$ cat src/rtl/regfile_pkg.sv
// Shared defaults and types for the register file with pending-write scoreboard.
package regfile_pkg;
    localparam int DEF_WIDTH = 16;
    localparam int DEF_DEPTH = 8;
    localparam int DEF_NRD   = 2;
    localparam int DEF_CNT_W = 2;
    localparam int DEF_AW    = $clog2(DEF_DEPTH);

    typedef logic [DEF_AW-1:0]    reg_addr_t;
    typedef logic [DEF_WIDTH-1:0] word_t;
endpackage

$ cat src/rtl/regfile_sb_cnt.sv
// One outstanding-write counter; the caller guarantees inc never hits a full
// counter and dec never hits an empty one.
module regfile_sb_cnt
    import regfile_pkg::*;
#(
    parameter int CNT_W = DEF_CNT_W
) (
    input  logic             Clk,
    input  logic             Reset,
    input  logic             i_inc,
    input  logic             i_dec,
    input  logic             i_clr,
    output logic [CNT_W-1:0] o_cnt,
    output logic             o_busy,
    output logic             o_full
);
    logic [CNT_W-1:0] r_cnt;

    always_ff @(posedge Clk) begin
        if (Reset || i_clr) begin
            r_cnt <= '0;
        end else if (i_inc && !i_dec) begin
            r_cnt <= r_cnt + CNT_W'(1);
        end else if (i_dec && !i_inc) begin
            r_cnt <= r_cnt - CNT_W'(1);
        end
    end

    assign o_cnt  = r_cnt;
    assign o_busy = |r_cnt;
    assign o_full = &r_cnt;
endmodule

$ cat src/rtl/regfile_sb.sv
// Register file with write-through read bypass and per-register pending-write
// counters used by decode to detect RAW hazards.
module regfile_sb
    import regfile_pkg::*;
#(
    parameter int WIDTH = DEF_WIDTH,
    parameter int DEPTH = DEF_DEPTH,
    parameter int NRD   = DEF_NRD,
    parameter int CNT_W = DEF_CNT_W,
    localparam int AW   = $clog2(DEPTH)
) (
    input  logic                 Clk,
    input  logic                 Reset,
    input  logic                 we,
    input  logic [AW-1:0]        waddr,
    input  logic [WIDTH-1:0]     wdata,
    input  logic                 rsv_valid,
    input  logic [AW-1:0]        rsv_addr,
    output logic                 rsv_ready,
    input  logic                 flush,
    input  logic [NRD*AW-1:0]    raddr,
    output logic [NRD*WIDTH-1:0] rdata,
    output logic [NRD-1:0]       rbusy,
    output logic                 err
);
    logic [WIDTH-1:0] r_mem [DEPTH];
    logic             r_err;
    logic [CNT_W-1:0] w_cnt [DEPTH];
    logic [DEPTH-1:0] w_busy;
    logic [DEPTH-1:0] w_full;
    logic [DEPTH-1:0] w_inc;
    logic [DEPTH-1:0] w_dec;

    always_ff @(posedge Clk) begin
        if (Reset) begin
            for (int k = 0; k < DEPTH; k++) begin
                r_mem[k] <= '0;
            end
        end else if (we) begin
            r_mem[waddr] <= wdata;
        end
    end

    // Ready looks at the pre-update count, so a retiring write cannot free a slot early.
    assign rsv_ready = !flush && !w_full[rsv_addr];

    genvar r;
    generate
        for (r = 0; r < DEPTH; r++) begin : g_cnt
            assign w_inc[r] = rsv_valid && rsv_ready && (rsv_addr == AW'(r));
            assign w_dec[r] = we && (waddr == AW'(r)) && w_busy[r];

            regfile_sb_cnt #(
                .CNT_W (CNT_W)
            ) u_cnt (
                .Clk    (Clk),
                .Reset  (Reset),
                .i_inc  (w_inc[r]),
                .i_dec  (w_dec[r]),
                .i_clr  (flush),
                .o_cnt  (w_cnt[r]),
                .o_busy (w_busy[r]),
                .o_full (w_full[r])
            );
        end
    endgenerate

    always_ff @(posedge Clk) begin
        if (Reset) begin
            r_err <= 1'b0;
        end else if (we && !flush && !w_busy[waddr]) begin
            r_err <= 1'b1;
        end
    end

    assign err = r_err;

    genvar i;
    generate
        for (i = 0; i < NRD; i++) begin : g_rd
            logic [AW-1:0] w_raddr;
            logic          w_hit;

            assign w_raddr = raddr[i*AW +: AW];
            assign w_hit   = we && (waddr == w_raddr);
            assign rdata[i*WIDTH +: WIDTH] = w_hit ? wdata : r_mem[w_raddr];
            // The last outstanding write retiring now is already visible through the bypass.
            assign rbusy[i] = w_busy[w_raddr] &&
                              !(w_hit && (w_cnt[w_raddr] == CNT_W'(1)));
        end
    endgenerate
endmodule

$ cat config.mk
export PLATFORM = sky130hd
export DESIGN_NAME = regfile_sb
export DESIGN_NICKNAME = d
export VERILOG_FILES = /design/src/rtl/regfile_pkg.sv /design/src/rtl/regfile_sb_cnt.sv /design/src/rtl/regfile_sb.sv
export SDC_FILE = /design/constraint.sdc
export NUM_CORES = 1
export LEC_CHECK = 0
export BUFFER_PORTS_ARGS = -buffer_cell sky130_fd_sc_hd__buf_4
export CORE_MARGIN = 8
export CORE_UTILIZATION = 55
export CTS_CLUSTER_SIZE = 12
export DETAILED_ROUTE_END_ITERATION = 8
export PLACE_DENSITY = 0.77
export SYNTH_ARGS = -nofsm -noshare
export SYNTH_HDL_FRONTEND = slang
export SYNTH_HIERARCHICAL = 1
export SYNTH_SLANG_ARGS = --single-unit
$ cat constraint.sdc
create_clock -name Clk -period 2.59 [get_ports Clk]
set_clock_uncertainty 0.15 [all_clocks]
set_input_delay 0.1295 -clock Clk [delete_from_list [all_inputs] [get_ports Clk]]
set_output_delay 0.1295 -clock Clk [all_outputs]
set_load 0.01 [all_outputs]
# Yosys cells after proc, flatten, opt, wreduce, memory -nomap -nowiden
# Memory sizes are Yosys's and may differ from the RTL's.
# Cells that the tools add are included.
classes:
  addsub: 16
  n_lt_le_gt_ge: 6
  eq_ne: 18
  muxes: 40
  n_bitwise: 2
  n_reduce_logical: 99
ops:
  columns: ["cell", "count"]
  rows:
  - ["1-bit logical AND", 50]
  - ["16-bit two-way mux", 3]
  - ["2-bit two-way mux", 20]
  - ["3-bit equality test (second input constant)", 8]
  - ["1-bit zero test", 21]
  - ["2-bit by 1-bit adder with 2-bit output (second input constant)", 8]
  - ["3-bit by 4-bit less-than comparator with 1-bit output (second input constant)", 4]
  - ["2-bit AND reduction", 8]
  - ["2-bit nonzero test", 8]
  - ["16-bit OR reduction", 1]
  - ["2-bit OR reduction", 8]
  - ["2-bit by 1-bit subtractor with 2-bit output (second input constant)", 8]
  - ["1-bit binary-select mux with 3-bit select", 4]
  - ["2-bit binary-select mux with 3-bit select", 2]
  - ["3-bit by 2-bit equality test with 1-bit output (second input constant)", 4]
  - ["1-bit two-way mux", 10]
  - ["4-bit greater-or-equal comparator (second input constant)", 2]
  - ["3-bit NOT with 4-bit output", 2]
  - ["3-bit by 1-bit equality test with 1-bit output (second input constant)", 2]
  - ["3-bit equality test", 2]
  - ["3-bit zero test", 2]
  - ["2-bit by 1-bit equality test with 1-bit output (second input constant)", 2]
  - ["3-bit two-way mux", 1]
  - ["1-bit logical OR", 1]
word_totals:
  regBits: 17
  ram_bits: 128
  inputBits: 33
  memories: 1
memory_table:
  columns: ["name", "depth", "word_bits", "rd", "rd_ports_with_merged_regs", "write_ports", "line_no", "source"]
  rows:
  - ["r_mem", 8, 16, 2, 0, 8, "regfile_sb.sv:26", "logic [WIDTH-1:0] r_mem [DEPTH];"]

# Longest topological paths before layout
logic_depth:
  ltp_word: 11
  depth_mapped: 9

# Modules after synthesis
# Netlist, hierarchy kept.
modules_own_cells:
  columns: ["module", "n_inst", "cells_per_inst", "area_per_inst_um2", "seq_area_each_um2"]
  rows:
  - ["regfile_sb", 1, 546, 7656.1, 3863.7]
  - ["regfile_sb_cnt", 8, 12, 116.4, 40.0]

# Worst setup path after synthesis
# Ideal clock, no wire load.
synth_path:
  kind: "flip-flop to flip-flop"
  startpoint: "register g_cnt[3].u_cnt.r_cnt[0]"
  endpoint: "register g_cnt[0].u_cnt.r_cnt[1]"
  setup_ns: 0.079
  t_arrival_ns: 2.417
  t_required_ns: 2.361
  path_slack_ns: -0.056
  stages_incl_launch_ff: 8
  n_path_buf: 0
  path_cell_list: "dfxtp_1 and2_2 mux4_2 or4b_4 nor3_2 ha_1 or3_1 a211oi_2"
synth_via:
  elab_chain_cells: 10
synth_lines:
  columns: ["item", "line_no", "source"]
  rows:
  - ["from (decl)", "regfile_sb_cnt.sv:17", "logic [CNT_W-1:0] r_cnt;"]
  - ["from (signal assigned)", "regfile_sb_cnt.sv:23", "r_cnt <= r_cnt + CNT_W'(1);"]
  - ["from (signal assigned)", "regfile_sb_cnt.sv:25", "r_cnt <= r_cnt - CNT_W'(1);"]
  - ["2-bit AND reduction *", "regfile_sb_cnt.sv:31", "assign o_full = &r_cnt;"]
  - ["via w_full[3]", "regfile_sb.sv:30", "logic [DEPTH-1:0] w_full;"]
  - ["1-bit binary-select mux with 3-bit select *", "regfile_sb.sv:45", "assign rsv_ready = !flush && !w_full[rsv_addr];"]
  - ["1-bit two-way mux (not written as such) *", "regfile_sb.sv:45", null]
  - ["1-bit zero test *", "regfile_sb.sv:45", null]
  - ["1-bit logical AND *", "regfile_sb.sv:45", null]
  - ["1-bit logical AND * (2 in series)", "regfile_sb.sv:50", "assign w_inc[r] = rsv_valid && rsv_ready && (rsv_addr == AW'(r));"]
  - ["via w_inc[0]", "regfile_sb.sv:31", "logic [DEPTH-1:0] w_inc;"]
  - ["1-bit zero test", "regfile_sb_cnt.sv:24", "end else if (i_dec && !i_inc) begin"]
  - ["1-bit logical AND", "regfile_sb_cnt.sv:24", null]
  - ["2-bit nonzero test (no source line)", null, null]
  - ["to (signal assigned)", "regfile_sb_cnt.sv:23", null]
  - ["to (signal assigned)", "regfile_sb_cnt.sv:25", null]
  - ["to (decl)", "regfile_sb_cnt.sv:17", null]
# The timed path passes the listed nets; every way through them passes the cells marked *. The select of a mux whose other input is x is not followed.
# A chain may end at the register's enable or synchronous reset.

# Worst setup path after layout
layout_path:
  startpoint: "register g_cnt[3].u_cnt.r_cnt[1]"
  endpoint: "register g_cnt[0].u_cnt.r_cnt[1]"
# Same word-level chain as after synthesis.

==> results.yml <==
timing:
  post-route-period-util: 1.067
  tns_ns: -0.7799
  period_minus_slack_ns: 2.765
  tightestPinTransition_ns: 0.5592
  fmax_mhz: 361.7
  finalHoldViolCount: 0
  slew_violations: 0
  fin_ws_ns: -0.1747
  maxSlewHeadroom: 0.6272
  setup_viol: 7
  hold-worst-slack_ns: 0.1865
  rsz0062_at_grt: "yes"
clocking:
  cts_inserted_buffers: 17
  clock_sinks: 145
  h-tree-depth: 4
  clock-root-buffer: "clkbuf_16"
  clk-insertion-delay-late_ns: 0.43
  clockBufferDepth: 2
  cts_tree: "yes"
  clk_pin_slew_ns: 0.06
worst_setup_path:
  reg2regPathDepth: 7
  crit_chain: "and2_4 -> mux4_2 -> or4b_4 -> nor3_4 -> ha_4 -> or3_4 -> a211oi_2"
  crit_path_end_kind: "register"
  critPathKind: "reg2reg"
  regToRegStartpoint: "g_cnt[3].u_cnt/o_cnt[1]"
  cp.arrival_ns: 2.97
  critPathMaxFanout: 4
  r2r_setup_slack_ns: -0.17
  r2r-end: "g_cnt[0].u_cnt/o_cnt[1]"
  critical-path-max-stage-delay_ns: 0.59
  crit_slowest_cell: "or4b_4"
  start_kind: "register"
  critPathRequiredTime_ns: 2.80
placement:
  dpl.hpwl_um: 14780
  placed_cell_area_sq_mm: 0.009505
  io_buffers: 68
  place_inst: 920
  gp_congestion: 0.7933
  place_ws_ns: -0.1720
status:
  status: "complete, but fails checks"
  violations: "negative setup slack"
grt:
  grt_max_degree: 34
  grt_antenna_before_repair: 0
  grt_pass1_wl_um: 36470
  grt-ovfl-total: 0
  track_usage: 0.2443
  grt_pass1_vias: 6432
finish:
  fillers: 1021
  stdcell_area_sq_mm: 0.01041
  diodes: 0
  multi_input_comb_area_sq_mm: 0.004298
  layout-drive-gt1-share: 0.3491
  final_util: 0.6822
  final_cell_count_no_fill: 973
  num-nets-final: 790
  area_delta_synth_final_pct: 21.23
  regArea_sq_mm: 0.004193
floorplan:
  placementRows: 45
  dieArea_sq_mm: 0.01987
  die_x_um: 141.0
  fp.dieH_um: 141.0
  pin_count: 69
  core_area_sq_mm: 0.01526
  start_util: 0.5628
worst_hold_path:
  hp-start: "rsv_addr[1]"
  min_to: "g_cnt[0].u_cnt/o_cnt[0]"
  holdPathStages: 5
  hold_class: "in2reg"
logic_synthesis:
  yosysUniqueCellTypes: 40
  synth.net_count: 683
  synth_area_leaders: "edfxtp_1 (45%), mux4_2 (20%), and2_1 (9.4%)"
  postSynthCellCount: 642
  synth_flop_cell: "edfxtp_1"
  yosys.area.top_type: "edfxtp_1"
  synth-edff-count: 128
  synthArstFlopShare: 0
  syn_area_sq_mm: 0.008587
  synth_top_area_share: 0.4476
  ys_seq_elements: 145
  avgSynthCellArea_sq_um: 13.38
  seq_area_frac_synth: 0.4873
  ys.warnings.count: 6
pwr:
  finalPower_mw: 6.094
  ir_drop_mv: 0.4239
  power_frac_clock: 0.395
  switching_power_mw: 1.596
  seq_power_share: 0.451
  swShare: 0.2619
  combPwrFrac: 0.154
  p_leak_nw: 3.881
  intPower_mw: 4.498
  p_per_area_mw_per_mm2: 585.4
detailed_routing:
  first_pass_iters: 5
  drc: 0
  wl_per_cell_um: 23.91
  ant_nets: 0
  drt_iter0_drc: 613
  routed_via_density: 6.248
  routed_wl_um: 23260
  vias: 6079
flow_run:
  maxCapViolations: 0
[routing by layer]
| metal | routed length [um] | track usage |
|---|---|---|
| met4 | 427 | 0.08371 |
| met2 | 11810 | 0.4100 |
| met5 | 0 | 0 |
| met3 | 2156 | 0.05841 |
| met1 | 8867 | 0.3049 |
[layout make-up]
class / count / share of cell area
inverters: 9 / 0.003245
flip-flops and latches: 145 / 0.4028
clock inverters: 15 / 0.01466
multi-input cells: 447 / 0.4129
repair buffers: 129 / 0.1002
well taps: 211 / 0.02536
clock buffers: 17 / 0.04087
[worst max path at each step]
stage	end	cells past startpoint	start
floorplan	g_cnt[0].u_cnt/o_cnt[1]	7	g_cnt[3].u_cnt/o_cnt[0]
global placement	g_cnt[0].u_cnt/o_cnt[1]	7	g_cnt[3].u_cnt/o_cnt[1]
detailed placement	g_cnt[0].u_cnt/o_cnt[1]	7	g_cnt[3].u_cnt/o_cnt[1]
CTS	g_cnt[0].u_cnt/o_cnt[1]	7	g_cnt[3].u_cnt/o_cnt[1]
global route	g_cnt[3].u_cnt/o_cnt[1]	7	g_cnt[3].u_cnt/o_cnt[1]
finish	g_cnt[0].u_cnt/o_cnt[1]	7	g_cnt[3].u_cnt/o_cnt[1]
[kinds of logic (layout without fill, tap and decap cells)]
logic type	Yosys count	count (layout)	synth area share
AND/OR/NAND/NOR	252	252	0.1727
XOR/XNOR	22	22	0.02244
adder cells (fa/ha/maj)	8	8	0.01166
buffers and inverters	50	170	0.02710
AO/OA/AOI/OAI	56	56	0.04065
multiplexers	109	109	0.2382
flip-flops	145	145	0.4873
[what timing repair did]
item,in CTS,in global routing
endpoints found under the setup margin,9,10
hold buffers,20,0
pin swaps,0,5
resized for setup,6,16
buffers inserted,0,1
hold endpoints to repair,145,0
[power by group through the flow]
stage / Sequential [mW] / Clock (mW) / Combinational, mW
final: 2.75 / 2.41 / 0.939
after global routing: 2.76 / 2.53 / 1.00
after CTS: 2.74 / 2.42 / 0.935
after detailed placement: 2.79 / 0 / 0.902
after global placement: 2.77 / 0 / 0.885
after floorplan: 2.76 / 0 / 0.533
[sequential cells by signal, indices dropped and copies added, names as in the netlist]
signal and flops:
r_mem 128, err 1, g_cnt.u_cnt/o_cnt 16
[cell usage after synthesis (9+ instances only)]
library cell and count:
mux4_2 75, nor3_1 15, o21ai_0 12, inv_1 9, and2_1 129, nand2b_1 12, a21oi_1 32, nor2_1 41
mux2i_1 33, xor2_1 16, clkbuf_1 19, buf_2 15, dfxtp_1 17, edfxtp_1 128
[layout by cell type, fill, tap and decap left out, drive strengths merged]
cell and count:
nand4 2, dfxtp 17, xnor2 6, bufinv 1
nand4bb 1, buf 109, ha 8, edfxtp 128
or3 8, nor2 41, nor3 16, and3 4
or2 16, and2 137, or2b 1, nor4 2
nand2b 12, dlygate4sd3 20, o21ai 12, a21oi 32
clkbuf 17, mux4 76, o211ai 2, xor2 16
inv 16, nand2 4, or4b 1, clkinv 7
a31oi 1, nor4b 2, a211oi 9, mux2i 33
nand3 1, nor2b 4
[worst max-delay path: cells and delay by family (launching register included)]
kind            cells  cell delay (ns)
mux                 1             0.47
flops               1             0.32
compound gates      1             0.17
simple gates        4             1.34
fa+ha+maj           1             0.24
Note: power is estimated with default switching activity, not from simulation.
